$ cat src/rtl/rf_scoreboard.sv
// Register file with busy scoreboard for the pipelined RV32 core.
// Storage is swept to zero after reset so it can map onto a plain RAM.
module rf_scoreboard #(
  parameter int XLEN   = 32,
  parameter int NREG   = 32,
  parameter int AW     = $clog2(NREG),
  parameter bit BYPASS = 1'b1
) (
  input  logic            clk,
  input  logic            rst,
  input  logic [AW-1:0]   rs1_addr,
  input  logic [AW-1:0]   rs2_addr,
  output logic [XLEN-1:0] rs1_data,
  output logic [XLEN-1:0] rs2_data,
  input  logic            wr_en,
  input  logic [AW-1:0]   wr_addr,
  input  logic [XLEN-1:0] wr_data,
  input  logic            issue_en,
  input  logic [AW-1:0]   issue_rd,
  output logic            rs1_busy,
  output logic            rs2_busy,
  output logic            ready
);

  localparam logic [0:0]    ST_INIT  = 1'b0;
  localparam logic [0:0]    ST_RUN   = 1'b1;
  localparam logic [AW-1:0] ADDR_0   = {AW{1'b0}};
  localparam logic [AW-1:0] LAST_IDX = AW'(NREG - 1);

  logic [XLEN-1:0] mem_q [NREG];
  logic [0:0]      state_q, state_d;
  logic [AW-1:0]   cnt_q, cnt_d;
  logic            ready_q, ready_d;
  logic [NREG-1:0] busy_q, busy_d;

  logic            mem_we_s;
  logic [AW-1:0]   mem_waddr_s;
  logic [XLEN-1:0] mem_wdata_s;
  logic            run_s;
  logic            wr_valid_s;

  assign run_s      = (state_q == ST_RUN);
  assign wr_valid_s = wr_en && (wr_addr != ADDR_0);

  // Next-state: init sweep, architectural writes and scoreboard update
  always_comb begin
    state_d     = state_q;
    cnt_d       = cnt_q;
    busy_d      = busy_q;
    mem_we_s    = 1'b0;
    mem_waddr_s = cnt_q;
    mem_wdata_s = {XLEN{1'b0}};
    if (rst) begin
      state_d = ST_INIT;
      cnt_d   = ADDR_0;
      busy_d  = {NREG{1'b0}};
    end else begin
      case (state_q)
        ST_INIT: begin
          mem_we_s    = 1'b1;
          mem_waddr_s = cnt_q;
          mem_wdata_s = {XLEN{1'b0}};
          if (cnt_q == LAST_IDX) begin
            state_d = ST_RUN;
            cnt_d   = ADDR_0;
          end else begin
            cnt_d = cnt_q + {{(AW-1){1'b0}}, 1'b1};
          end
        end
        ST_RUN: begin
          if (wr_valid_s) begin
            mem_we_s          = 1'b1;
            mem_waddr_s       = wr_addr;
            mem_wdata_s       = wr_data;
            busy_d[wr_addr]   = 1'b0;
          end else begin
            mem_we_s = 1'b0;
          end
          // Applied after the clear so a new producer wins over retirement
          if (issue_en && (issue_rd != ADDR_0)) begin
            busy_d[issue_rd] = 1'b1;
          end else begin
            busy_d[issue_rd] = busy_d[issue_rd];
          end
        end
        default: begin
          state_d = ST_INIT;
          cnt_d   = ADDR_0;
          busy_d  = {NREG{1'b0}};
        end
      endcase
      busy_d[0] = 1'b0;
    end
    ready_d = (state_d == ST_RUN);
  end

  // Control and scoreboard registers
  always_ff @(posedge clk) begin
    state_q <= state_d;
    cnt_q   <= cnt_d;
    busy_q  <= busy_d;
    ready_q <= ready_d;
  end

  // Storage: single write port, no reset so it can become a RAM
  always_ff @(posedge clk) begin
    if (mem_we_s) begin
      mem_q[mem_waddr_s] <= mem_wdata_s;
    end
  end

  // Read port 1 with optional forwarding of the in-flight write
  always_comb begin
    rs1_data = {XLEN{1'b0}};
    rs1_busy = 1'b0;
    if (!run_s || (rs1_addr == ADDR_0)) begin
      rs1_data = {XLEN{1'b0}};
      rs1_busy = 1'b0;
    end else if (BYPASS && wr_valid_s && (wr_addr == rs1_addr)) begin
      rs1_data = wr_data;
      rs1_busy = 1'b0;
    end else begin
      rs1_data = mem_q[rs1_addr];
      rs1_busy = busy_q[rs1_addr];
    end
  end

  // Read port 2 with optional forwarding of the in-flight write
  always_comb begin
    rs2_data = {XLEN{1'b0}};
    rs2_busy = 1'b0;
    if (!run_s || (rs2_addr == ADDR_0)) begin
      rs2_data = {XLEN{1'b0}};
      rs2_busy = 1'b0;
    end else if (BYPASS && wr_valid_s && (wr_addr == rs2_addr)) begin
      rs2_data = wr_data;
      rs2_busy = 1'b0;
    end else begin
      rs2_data = mem_q[rs2_addr];
      rs2_busy = busy_q[rs2_addr];
    end
  end

  assign ready = ready_q;

endmodule

$ cat config.mk
export PLATFORM = sky130hd
export DESIGN_NAME = rf_scoreboard
export DESIGN_NICKNAME = d
export VERILOG_FILES = /design/src/rtl/rf_scoreboard.sv
export SDC_FILE = /design/constraint.sdc
export NUM_CORES = 1
export LEC_CHECK = 0
export ABC_CLOCK_PERIOD_IN_PS = 5000
export CAP_MARGIN = 20
export CORE_MARGIN = 4
export CORE_UTILIZATION = 50
export CTS_CLUSTER_SIZE = 12
export DETAILED_ROUTE_END_ITERATION = 8
export GPL_TIMING_DRIVEN = 1
export PLACE_DENSITY = 0.67
export SYNTH_ARGS = -nofsm -noshare
export SYNTH_HDL_FRONTEND = slang
export SYNTH_SLANG_ARGS = --single-unit
$ cat constraint.sdc
create_clock -name clk -period 5 [get_ports clk]
set_clock_uncertainty 0.2 [all_clocks]
set_input_delay 0.75 -clock clk [delete_from_list [all_inputs] [get_ports clk]]
set_output_delay 0.75 -clock clk [all_outputs]
set_load 0.005 [all_outputs]
# [Word level (Yosys, flattened, before mapping)]
# Memories as Yosys holds them, arrays and structs flattened.
# Index checks and enable logic that the tools add are counted.
[classes] addsub=1 n_mul=0 div_mod_pow=0 order_cmp=6 eq_ne=3 shift=0 mux=37 bitwise_logic=4 reduce_logical=13
[ops] op="32-bit 2-to-1 mux" count=10
[ops] op="32-bit case mux with 2 select lines" count=1
[ops] op="32-bit AND" count=1
[ops] op="32-bit bitwise mux" count=1
[ops] op="32-bit inverter" count=1
[ops] op="32-bit bitwise OR" count=1
[ops] op="5-bit by 6-bit less-than comparator with 1-bit output (second input constant)" count=4
[ops] op="1-bit binary-select mux with 5-bit select" count=3
[ops] op="1-bit 2-to-1 mux" count=15
[ops] op="5-bit 2-to-1 mux" count=3
[ops] op="1-bit demux with 5-bit select" count=2
[ops] op="5-bit equality test" count=2
[ops] op="5-bit by 1-bit greater-or-equal comparator with 1-bit output (second input constant)" count=2
[ops] op="5-bit zero test" count=2
[ops] op="5-bit case mux with 2 select lines" count=1
[ops] op="5-bit nonzero test" count=2
[ops] op="1-bit logical AND" count=6
[ops] op="5-bit by 1-bit adder with 5-bit output (second input constant)" count=1
[ops] op="5-bit equality test (second input constant)" count=1
[ops] op="1-bit logical OR" count=2
[ops] op="1-bit case mux with 2 select lines" count=1
[ops] op="1-bit zero test" count=1
[ops] op="1-bit inverter" count=1
[word_totals] regBits=38 latchBits=0 ram_bits=1024 romBits=0 input_bits=56 out_inout_bits=67 wordCells=69 memories=1
[memory_table] memory="mem_q" depth=32 word_bits=32 rd=2 rd_clocked_by_memory_dff=0 wr=1 line="30" source="logic [XLEN-1:0] mem_q [NREG];"

# [Longest topological paths before layout]
[depth] depth_word=13 mapped_depth=11 ltp_nobuf=7

# [Worst setup path after synthesis]
# No wires, ideal clock.
[synth_path] path_kind="input to register" start="in wr_addr[1]" end="mem mem_q[24][0], enable pin" setup_time_ps=421 arrival_time_ps=3809 required_time_ps=4379 slack_ps=570 cell_stages=8 n_path_buf=2 path_cell_list="clkbuf_1 or2_1 o41ai_1 nor2_1 clkbuf_1 o21ai_0 nand2_1 nor2_1"
[synth_between] elab_chain_cells=7 word_cells_on_any_way=10 classes_between="8 x mux; 2 x reduce/logical"
[synth_lines] item="start: declaration" line="16" source="input logic [AW-1:0] wr_addr,"
[synth_lines] item="5-bit nonzero test" line="43" source="assign wr_valid_s = wr_en && (wr_addr != ADDR_0);"
[synth_lines] item="1-bit logical AND" line="43"
[synth_lines] item="1-bit 2-to-1 mux" line="71" source="if (wr_valid_s) begin"
[synth_lines] item="1-bit case mux with 2 select lines" line="58" source="case (state_q)"
[synth_lines] item="1-bit 2-to-1 mux" line="53" source="if (rst) begin"
[synth_lines] item="1-bit 2-to-1 mux" line="107" source="if (mem_we_s) begin"
[synth_lines] item="1-bit 2-to-1 mux (implied by the code)" line="108" source="mem_q[mem_waddr_s] <= mem_wdata_s;"
[synth_lines] item="end: declaration" line="30"
# Several ways; a longest one is shown, not always the timed one.

# [Worst setup path after layout]
[layout_path] start="in wr_addr[3]" end="out rs2_data[8]"
[layout_between] elab_chain_cells=5 word_cells_on_any_way=6 classes_between="1 x eq/ne; 2 x mux; 3 x reduce/logical"
[layout_lines] item="5-bit nonzero test" line="43"
[layout_lines] item="1-bit logical AND" line="43"
[layout_lines] item="1-bit logical AND *" line="135" source="end else if (BYPASS && wr_valid_s && (wr_addr == rs2_addr)) begin"
[layout_lines] item="32-bit 2-to-1 mux *" line="135"
[layout_lines] item="32-bit 2-to-1 mux *" line="132" source="if (!run_s || (rs2_addr == ADDR_0)) begin"
[layout_lines] item="end: declaration" line="14" source="output logic [XLEN-1:0] rs2_data,"
# Mark *: on every way between the ends. The rest lies on a longest branch, timed or not.

==> flow_results.xml <==
<?xml version="1.0" encoding="UTF-8"?>
<metrics>
  <group name="logic_synthesis">
    <metric name="synth_seq_area_share" unit="">0.605</metric>
    <metric name="yosysWarningCount" unit="">0</metric>
    <metric name="synth_area_per_cell" unit="µm²">14.9</metric>
    <metric name="synth_nets" unit="">3556</metric>
    <metric name="fraction_of_registers_with_async_set_or_reset_after_synthesis" unit="">0</metric>
    <metric name="synth_top_flop_cell" unit="">sky130_fd_sc_hd__edfxtp_1</metric>
    <metric name="syn-instance-count" unit="">3498</metric>
    <metric name="synth_seq_cells" unit="">1061</metric>
    <metric name="synth.distinct_cells" unit="">64</metric>
    <metric name="post-synth-top-area-fraction" unit="">0.591</metric>
    <metric name="synth_edf_count" unit="">1024</metric>
    <metric name="netlist_area" unit="mm²">0.0521</metric>
    <metric name="yosys.area.top_type" unit="">sky130_fd_sc_hd__edfxtp_1</metric>
    <metric name="ys_top_cells_by_area" unit="">sky130_fd_sc_hd__edfxtp_1, sky130_fd_sc_hd__mux4_2, sky130_fd_sc_hd__mux2i_1</metric>
  </group>
  <group name="global_route">
    <metric name="first_global_vias" unit="">34754</metric>
    <metric name="grt_antenna_before_repair" unit="">5</metric>
    <metric name="groute.usage.overall" unit="">0.297</metric>
    <metric name="wire_length_of_the_first_global_routing_pass" unit="µm">236000</metric>
    <metric name="globalRouteOverflowTotal" unit="">0</metric>
    <metric name="pin_count_of_the_biggest_net_entering_global_routing" unit="">54</metric>
  </group>
  <group name="detailed_routing">
    <metric name="overall_via_count_from_detail_route" unit="">35169</metric>
    <metric name="first_iter_violations" unit="">4345</metric>
    <metric name="post-route-drc-count" unit="">0</metric>
    <metric name="drtAntennaViolNets" unit="">0</metric>
    <metric name="drt_wl_total" unit="µm">164000</metric>
    <metric name="detailedRoute.firstPassIterationCount" unit="">6</metric>
    <metric name="drt-vias-per-instance" unit="">6.81</metric>
    <metric name="wire_per_inst" unit="µm">31.8</metric>
  </group>
  <group name="layout">
    <metric name="most_frequent_standard_cell_in_the_layout_excluding_fill_and_tap_cells" unit="">sky130_fd_sc_hd__edfxtp_1</metric>
    <metric name="synthesis_to_finish_area_growth" unit="%">15.1</metric>
    <metric name="mostFrequentLayoutCells" unit="">sky130_fd_sc_hd__edfxtp_1, sky130_fd_sc_hd__mux2i_1, sky130_fd_sc_hd__o21ai_0</metric>
    <metric name="fillCellCount" unit="">7899</metric>
    <metric name="finalNetCount" unit="">3757</metric>
    <metric name="drive_above_1_share" unit="">0.227</metric>
    <metric name="register_area" unit="mm²">0.0315</metric>
    <metric name="area_of_the_multi_input_gates" unit="mm²">0.0197</metric>
  </group>
  <group name="worst_setup_path">
    <metric name="r2r_start" unit="">ready$_SDFF_PP0_</metric>
    <metric name="timing.critical_path.from_type" unit="">input port</metric>
    <metric name="cp_max_fo" unit="">26</metric>
    <metric name="timing.critical_path.required" unit="ps">4050</metric>
    <metric name="endpoint_kind" unit="">output port</metric>
    <metric name="worstSetupStartpoint" unit="">wr_addr[3]</metric>
    <metric name="timing.setup.critical_path_class" unit="">input port to output port</metric>
    <metric name="worstPathArrival" unit="ps">3940</metric>
  </group>
  <group name="floorplanning">
    <metric name="ios" unit="">123</metric>
    <metric name="die_h" unit="µm">331</metric>
    <metric name="std_cell_rows" unit="">118</metric>
    <metric name="die_w" unit="µm">331</metric>
    <metric name="die-area" unit="mm²">0.109</metric>
    <metric name="floorplan.core_area" unit="mm²">0.103</metric>
    <metric name="initial_utilization" unit="">0.503</metric>
  </group>
  <group name="placed_design">
    <metric name="place.port_buffers" unit="">122</metric>
    <metric name="pre_cts_ws" unit="ps">157</metric>
    <metric name="hpwlAfterDp" unit="µm">98800</metric>
    <metric name="gp_congestion" unit="">0.887</metric>
  </group>
  <group name="clock_tree">
    <metric name="cts-root-to-sink-buffers" unit="">3</metric>
    <metric name="post_cts_hold_buffer_count" unit="">0</metric>
    <metric name="post-cts-setup-buffers" unit="">0</metric>
    <metric name="tritoncts" unit="">done</metric>
    <metric name="cts.htree.levels" unit="">3</metric>
    <metric name="cell_at_the_root_of_the_clock_tree" unit="">sky130_fd_sc_hd__clkbuf_16</metric>
    <metric name="path_clk_slew" unit="ps">60</metric>
    <metric name="tritoncts.num_buffers" unit="">111</metric>
    <metric name="clkSinkCount" unit="">1061</metric>
    <metric name="clkLatencyLatePin" unit="ps">700</metric>
    <metric name="post_cts_resize_count" unit="">0</metric>
  </group>
  <group name="timing">
    <metric name="finalWorstSetupSlack" unit="ps">110</metric>
    <metric name="timing.max_slew.rel_slack" unit="">0.249</metric>
    <metric name="slew_violations" unit="">0</metric>
    <metric name="rsz0062_at_grt" unit="">no</metric>
    <metric name="max_slew.worst_pin.slew" unit="ps">1130</metric>
    <metric name="post-route-period-util" unit="">0.978</metric>
    <metric name="period_minus_slack" unit="ps">4890</metric>
    <metric name="timing_hold_violations_final" unit="">0</metric>
    <metric name="clock.fmax" unit="GHz">0.205</metric>
    <metric name="final_number_of_setup_violating_endpoints" unit="">0</metric>
    <metric name="timing.setup.tns" unit="ps">0</metric>
  </group>
  <group name="outcome">
    <metric name="outcome" unit="">complete, no violations</metric>
  </group>
  <group name="job">
    <metric name="drv.max_cap_violation_count" unit="">0</metric>
  </group>
  <group name="pwr">
    <metric name="switching_power_of_the_nets" unit="mW">4.39</metric>
    <metric name="seqPwrFrac" unit="">0.516</metric>
    <metric name="p_leak" unit="nW">21.3</metric>
    <metric name="share_of_total_power_consumed_by_net_switching" unit="">0.234</metric>
    <metric name="vdd.ir_drop.worst" unit="µV">303</metric>
    <metric name="power.density_cell_area" unit="mW/mm²">313</metric>
    <metric name="power.total" unit="mW">18.8</metric>
    <metric name="internal_power" unit="mW">14.4</metric>
    <metric name="comb_power_share" unit="">0.086</metric>
    <metric name="power.clock.fraction" unit="">0.398</metric>
  </group>
  <group name="hold_path">
    <metric name="timing.hold.worst.class" unit="">register to register</metric>
    <metric name="timing.hold.worst.start" unit="">busy_q[13]$_SDFFE_PP0P_</metric>
  </group>
</metrics>
## synth_stat cells, types with 37 or more instances
library cell,instances
sky130_fd_sc_hd__edfxtp_1,1024
sky130_fd_sc_hd__mux2i_1,396
sky130_fd_sc_hd__o21ai_0,346
sky130_fd_sc_hd__mux4_2,276
sky130_fd_sc_hd__nor2_1,191
sky130_fd_sc_hd__clkbuf_1,188
sky130_fd_sc_hd__a21oi_1,146
sky130_fd_sc_hd__mux2_2,130
sky130_fd_sc_hd__nand2_1,130
sky130_fd_sc_hd__a22oi_1,126
sky130_fd_sc_hd__a221oi_1,122
sky130_fd_sc_hd__o211ai_1,62
sky130_fd_sc_hd__buf_1,43
sky130_fd_sc_hd__buf_2,41
sky130_fd_sc_hd__dfxtp_1,37
## per-stage QoR
step | cell area, µm² | cells | hold WS, ps | util
2_1_floorplan | 52100 | 3498 | 260 | -
3_3_place_gp | 56700 | 4966 | 287 | 0.548
3_5_place_dp | 56700 | 4966 | 296 | 0.548
4_1_cts | 59900 | 5162 | 303 | 0.579
5_1_grt | 59900 | 5162 | 317 | 0.579
6_report | 59900 | 5165 | 304 | 0.579
## layout make-up
cell class / count / share of cell area
inverter: 9 / 0.000564
tap: 1380 / 0.0288
clock inverter: 58 / 0.00558
sequential: 1061 / 0.526
multi-input combinational: 2151 / 0.329
clock buffer: 138 / 0.0481
timing repair buffer: 365 / 0.0618
antenna: 3 / 0.000125
## state kept, by name, summed over array words and instances (netlist names)
name    flops
busy_q     31
mem_q    1024
ready       1
cnt_q       5
## worst max-delay path, stage by stage
cell and delay [ps]:
sky130_fd_sc_hd__clkdlybuf4s50_1 670, sky130_fd_sc_hd__o41ai_1 130, sky130_fd_sc_hd__buf_4 170, sky130_fd_sc_hd__nor4_1 370, sky130_fd_sc_hd__nand3_1 340, sky130_fd_sc_hd__nand2b_2 340, sky130_fd_sc_hd__buf_4 450, sky130_fd_sc_hd__o21ai_0 210
sky130_fd_sc_hd__clkdlybuf4s50_1 480
## cells by family (layout without fill, tap and decap cells)
kind of cell	after synthesis	count (layout)	synth area share
DFF	1061	1061	0.605
AOI/OAI and AO/OA	895	895	0.108
muxes	802	802	0.224
and+or+nand+nor	440	440	0.0386
buffers and inverters	286	570	0.0220
xor gates and xnor gates	12	12	0.00202
adders and majority gates	2	2	0.000481
other	0	3	0
## power by group through the flow
stage                     Sequential (mW)  Clock, mW  Combinational, mW
after floorplan                      9.86          0              0.939
after detailed placement             9.86          0               1.58
after global placement               9.86          0               1.57
after global routing                 9.68       7.93               1.68
final                                9.68       7.48               1.61
after CTS                            9.68       7.57               1.59
## metal layers
metal	track usage	vias to the layer above	wire, µm
met2	0.488	2107	78600
li1	-	14694	-
met1	0.397	17954	61800
met3	0.0609	414	17000
met5	0	-	0
met4	0.105	0	6730
## worst paths after layout
kind                             end  slack [ps]  cells past startpoint
max                      rs2_data[8]         110                      9
min reg2reg  busy_q[13]$_SDFFE_PP0P_         300                      2
max reg2reg   mem_q[0][30]$_DFFE_PP_        1270                      6
min          busy_q[13]$_SDFFE_PP0P_         300                      2
Note: power is estimated with default switching activity, not from simulation.
